<file path="src/rtl/mem_bridge.sv">
// Memory access bridge: turns single-cycle core accesses into a req/ack bus transaction and
// stalls the core while it is outstanding. Optional bus timeout: define MEM_BRIDGE_TIMEOUT_EN.
module mem_bridge #(
    parameter int TIMEOUT = 15
) (
    input  logic        clk,
    input  logic        reset,
    input  logic        acc_valid,
    input  logic        acc_write,
    input  logic        acc_fetch,
    input  logic [31:0] acc_adr,
    input  logic [31:0] acc_wdata,
    output logic        stall,
    output logic [31:0] instr,
    output logic [31:0] rdata,
    output logic        err,
    output logic        bus_req,
    output logic        bus_we,
    output logic [31:0] bus_adr,
    output logic [31:0] bus_wdata,
    input  logic        bus_ack,
    input  logic [31:0] bus_rdata
);

    localparam logic [1:0] ST_IDLE = 2'd0;
    localparam logic [1:0] ST_BUSY = 2'd1;
    localparam logic [1:0] ST_DONE = 2'd2;

    logic [1:0]  state_q, state_d;
    logic        req_write_q;
    logic        req_fetch_q;
    logic [31:0] req_adr_q;
    logic [31:0] req_wdata_q;
    logic [31:0] instr_q;
    logic [31:0] rdata_q;
    logic        accept;
    logic        ack_busy;
    logic        timeout_hit;

    assign accept   = (state_q == ST_IDLE) && acc_valid;
    assign ack_busy = (state_q == ST_BUSY) && bus_ack;

`ifdef MEM_BRIDGE_TIMEOUT_EN
    localparam int CW = $clog2(TIMEOUT + 1);

    logic [CW-1:0] cnt_q, cnt_d;
    logic          err_q;

    // Counter sits at zero outside BUSY, so it is already cleared on BUSY entry.
    always_comb begin
        cnt_d = '0;
        if (state_q == ST_BUSY) begin
            cnt_d = cnt_q + 1'b1;
        end
    end

    assign timeout_hit = (state_q == ST_BUSY) && !bus_ack && (cnt_q == CW'(TIMEOUT - 1));

    always_ff @(posedge clk or posedge reset) begin
        if (reset) begin
            cnt_q <= '0;
            err_q <= 1'b0;
        end else begin
            cnt_q <= cnt_d;
            if (timeout_hit) begin
                err_q <= 1'b1;
            end
        end
    end

    assign err = err_q;
`else
    assign timeout_hit = 1'b0;
    assign err         = 1'b0;
`endif

    // NOTE: every variable assigned in always_comb gets a default first, so no latch is inferred.
    always_comb begin
        state_d = state_q;
        case (state_q)
            ST_IDLE: if (acc_valid) state_d = ST_BUSY;
            ST_BUSY: if (bus_ack || timeout_hit) state_d = ST_DONE;
            ST_DONE: state_d = ST_IDLE;
            default: state_d = ST_IDLE;
        endcase
    end

    // NOTE: sequential state uses non-blocking assignments so all flops update from pre-edge values.
    always_ff @(posedge clk or posedge reset) begin
        if (reset) begin
            state_q     <= ST_IDLE;
            req_write_q <= 1'b0;
            req_fetch_q <= 1'b0;
            req_adr_q   <= '0;
            req_wdata_q <= '0;
            instr_q     <= '0;
            rdata_q     <= '0;
        end else begin
            state_q <= state_d;
            if (accept) begin
                req_write_q <= acc_write;
                req_fetch_q <= acc_fetch;
                req_adr_q   <= acc_adr & 32'hFFFF_FFFC;
                req_wdata_q <= acc_wdata;
            end
            if (ack_busy && req_fetch_q) begin
                instr_q <= bus_rdata;
            end
            if (ack_busy && !req_fetch_q && !req_write_q) begin
                rdata_q <= bus_rdata;
            end
        end
    end

    assign stall     = accept || (state_q == ST_BUSY);
    assign bus_req   = (state_q == ST_BUSY);
    assign bus_we    = req_write_q;
    assign bus_adr   = req_adr_q;
    assign bus_wdata = req_wdata_q;
    assign instr     = instr_q;
    assign rdata     = rdata_q;

endmodule

</file>
<file path="config.mk">
export PLATFORM = sky130hd
export DESIGN_NAME = mem_bridge
export DESIGN_NICKNAME = d
export VERILOG_FILES = /design/src/rtl/mem_bridge.sv
export SDC_FILE = /design/constraint.sdc
export NUM_CORES = 1
export LEC_CHECK = 0
export BUFFER_PORTS_ARGS = -buffer_cell sky130_fd_sc_hd__buf_2
export CAP_MARGIN = 10
export CORE_UTILIZATION = 50
export CTS_CLUSTER_DIAMETER = 60
export DETAILED_ROUTE_END_ITERATION = 7
export GPL_TIMING_DRIVEN = 0
export HOLD_SLACK_MARGIN = 0.02
export PLACE_DENSITY = 0.83
export SLEW_MARGIN = 20
export SYNTH_ARGS = -nofsm -noshare
export SYNTH_HDL_FRONTEND = slang
export SYNTH_SLANG_ARGS = --single-unit
</file>
<file path="constraint.sdc">
create_clock -name clk -period 7.3 [get_ports clk]
set_input_delay 1.46 -clock clk [delete_from_list [all_inputs] [get_ports clk]]
set_output_delay 1.46 -clock clk [all_outputs]
set_load 0.005 [all_outputs]
</file>
==> metrics.yaml <==
status: "finished clean"
clock_power_share_pct: 27.5
drtIter0Drc: 86
cellLeakagePower_uw: 0.00375
area_growth_syn_to_layout_pct: 37.9
number_of_max_cap_violations: 0
numPortBuffers: 228
unrepaired_setup_endpoints_after_global_routing: "no"
final_layout_size_suffix_gt1_share_pct: 74.9
io_pins: 234
cell_internal_pwr_uw: 2250
antennaDiodeCount: 0
grt_pass1_wl_um: 18800
critical_path_peak_fanout: 2
timing.critical_path.to_type: "output port"
tritoncts: "yes"
setup.worst_path.class: "in2out"
layout_worst_path_cycle_share_pct: 44.8
synth_area_mm2: 0.00517
slowest_stage_cell_cp: "buf_2"
irDropWorstVdd_mv: 0.192
power_switching_uw: 856
post_cts_resize_count: 0
cp_top_family: "buffers and inverters"
detail-route-antenna-nets: 0
floorplan.die_area_mm2: 0.0108
ys_seq_area_share_pct: 62.9
grt_max_degree: 67
crit_chain: "buf_2, nor2_1, nor2_1, buf_2"
start_util_pct: 52.2
worstHoldPathType: "reg2reg"
arrival_ps: 1810
cp.required_ps: 5840
root_buffer: "clkbuf_8"
drv_slew: 0
site_row_count: 36
worstPathBufferInverterCount: 2
report.final.setup_viol: 0
gp_congestion: 0.773
vias_in_the_first_global_route: 3600
slew_headroom_pct: 59.3
global_route.usage.total_pct: 22.7
yosysUniqueCellTypes: 15
dp_hpwl_um: 8450
fmax_mhz: 306
dr.pass1.iters: 4
pwr_density_cell_mw_per_mm2: 435
clkLatencyLatePin_ps: 500
slowest_delay_ps: 130
vias: 3305
h-tree-depth: 4
worst-slew-pin-transition_ps: 610
route.detailed.drc: 0
comb_power_share_pct: 32.4
initial_antenna_violation_count: 0
routed_wl_per_cell_um: 17.0
start_kind: "primary input"
fin_tns_setup_ps: 0
layout_skew_ps: 5.02
finish.net_count: 638
chipWidth_um: 104
synth.ff_latch_count: 130
sw_frac_of_total_pct: 27.6
power.sequential.fraction_pct: 40.0
hold_viol_final: 0
grt_overflow_total: 0
yosys_warnings: 0
tritoncts_num_sinks: 130
detail_route.wirelength_um: 11600
die_h_um: 104
clk_transition_reported_paths_ps: 60
fp.coreArea_mm2: 0.00991
tritoncts_buffer_count: 17
syn_inst: 286
detailed_place.area_mm2: 0.00652
syn_area_per_cell_um2: 18.1
fin_area_mm2: 0.00713
cts_setup_buffers: 0
final.min_clock_period_ps: 3270
holdBufCountCts: 0
post_drt_via_cell_ratio: 4.85
clock_path_buffers: 2
==> flip-flops by register name (all words and copies together) (netlist names) <==
register and count:
bus_wdata 32, bus_adr 30, state_q 2, bus_we 1, instr 32, req_fetch_q 1
rdata 32
==> path summary, 6_finish.rpt <==
check	startpoint	endpoint	slack [ps]	cells past startpoint
setup / recovery	acc_valid	stall	4030	4
hold / removal	instr[30]$_DFFE_PP0P_	instr[30]$_DFFE_PP0P_	500	1
setup reg to reg	state_q[0]$_DFFE_PP0P_	bus_wdata[1]$_DFFE_PP0P_	5740	4
hold reg to reg	instr[30]$_DFFE_PP0P_	instr[30]$_DFFE_PP0P_	500	1
max in group asynchronous	reset	bus_wdata[24]$_DFFE_PP0P_	5560	3
min in group asynchronous	reset	rdata[26]$_DFFE_PP0P_	1030	2
==> through the flow <==
stage | utilization [%] | hold slack, ps | setup WS, ps | std cells | power (uW)
floorplan | - | 504 | 2370 | 288 | 1780
global placement | 65.4 | 483 | 1200 | 649 | 2210
detailed placement | 65.8 | 488 | 4030 | 650 | 2260
CTS | 71.9 | 502 | 4030 | 682 | 3130
global route | 71.9 | 511 | 4000 | 682 | 3260
finish | 71.9 | 499 | 4030 | 682 | 3100
==> power groups by stage <==
| stage | logic (uW) | registers (uW) | clock network [uW] |
|---|---|---|---|
| after floorplan | 521 | 1260 | 0 |
| after global placement | 983 | 1220 | 0 |
| after detailed placement | 1020 | 1240 | 0 |
| after CTS | 1020 | 1240 | 872 |
| after global routing | 1080 | 1280 | 903 |
| final | 1010 | 1240 | 855 |
==> cell usage after synthesis <==
cell / n / share of area [%]
buf_12: 3 / 1.2
a21o_1: 1 / 0.15
buf_2: 1 / 0.097
nor3b_2: 1 / 0.24
mux2_4: 60 / 17
conb_1: 1 / 0.073
inv_1: 2 / 0.15
and2b_2: 1 / 0.17
nand2_4: 2 / 0.44
buf_4: 9 / 1.3
dfrtp_1: 130 / 63
nor2_1: 3 / 0.22
and3b_2: 1 / 0.19
mux2_2: 68 / 15
buf_6: 3 / 0.65
==> cell usage in the layout (no fill, tap or decap) <==
| master | count |
|---|---|
| nor2_1 | 3 |
| buf_6 | 3 |
| bufinv_16 | 3 |
| nor3b_2 | 1 |
| conb_1 | 3 |
| mux2_4 | 60 |
| and2b_2 | 1 |
| inv_1 | 1 |
| buf_16 | 1 |
| mux2_2 | 68 |
| buf_4 | 9 |
| dfrtp_1 | 130 |
| buf_12 | 3 |
| clkinv_2 | 2 |
| clkbuf_8 | 4 |
| a21o_1 | 1 |
| inv_6 | 2 |
| buf_2 | 229 |
| and3b_2 | 1 |
| nand2_4 | 2 |
| clkinv_4 | 1 |
| clkbuf_16 | 16 |
| clkinvlp_4 | 5 |
==> cell type report <==
class / instances / area (um^2)
sequential: 130 / 3250
fill: 684 / 2780
multi-input combinational: 140 / 1750
timing repair buffer: 229 / 1170
clock buffer: 20 / 455
buffer: 16 / 166
tap: 133 / 166
clock inverter: 12 / 155
inverter: 2 / 12.5
==> layer usage <==
| metal | track usage [%] | up-vias | part of all wire [%] |
|---|---|---|---|
| li1 | - | 1495 | - |
| met1 | 27.1 | 1661 | 42 |
| met2 | 38.4 | 128 | 51 |
| met3 | 5.73 | 21 | 4.8 |
| met4 | 11.2 | 0 | 2.4 |
| met5 | 0 | - | 0 |
==> logic make-up (layout without fill, tap and decap cells) <==
kind of cell	count (synthesis)	count (layout)	synth area share (%)
compound gates	1	1	0.145
buf+inv	18	279	3.36
flops	130	130	62.9
mux	128	128	32.2
other cells	1	3	0.0725
simple gates	8	8	1.26
Power figures use the tool's default switching activity.
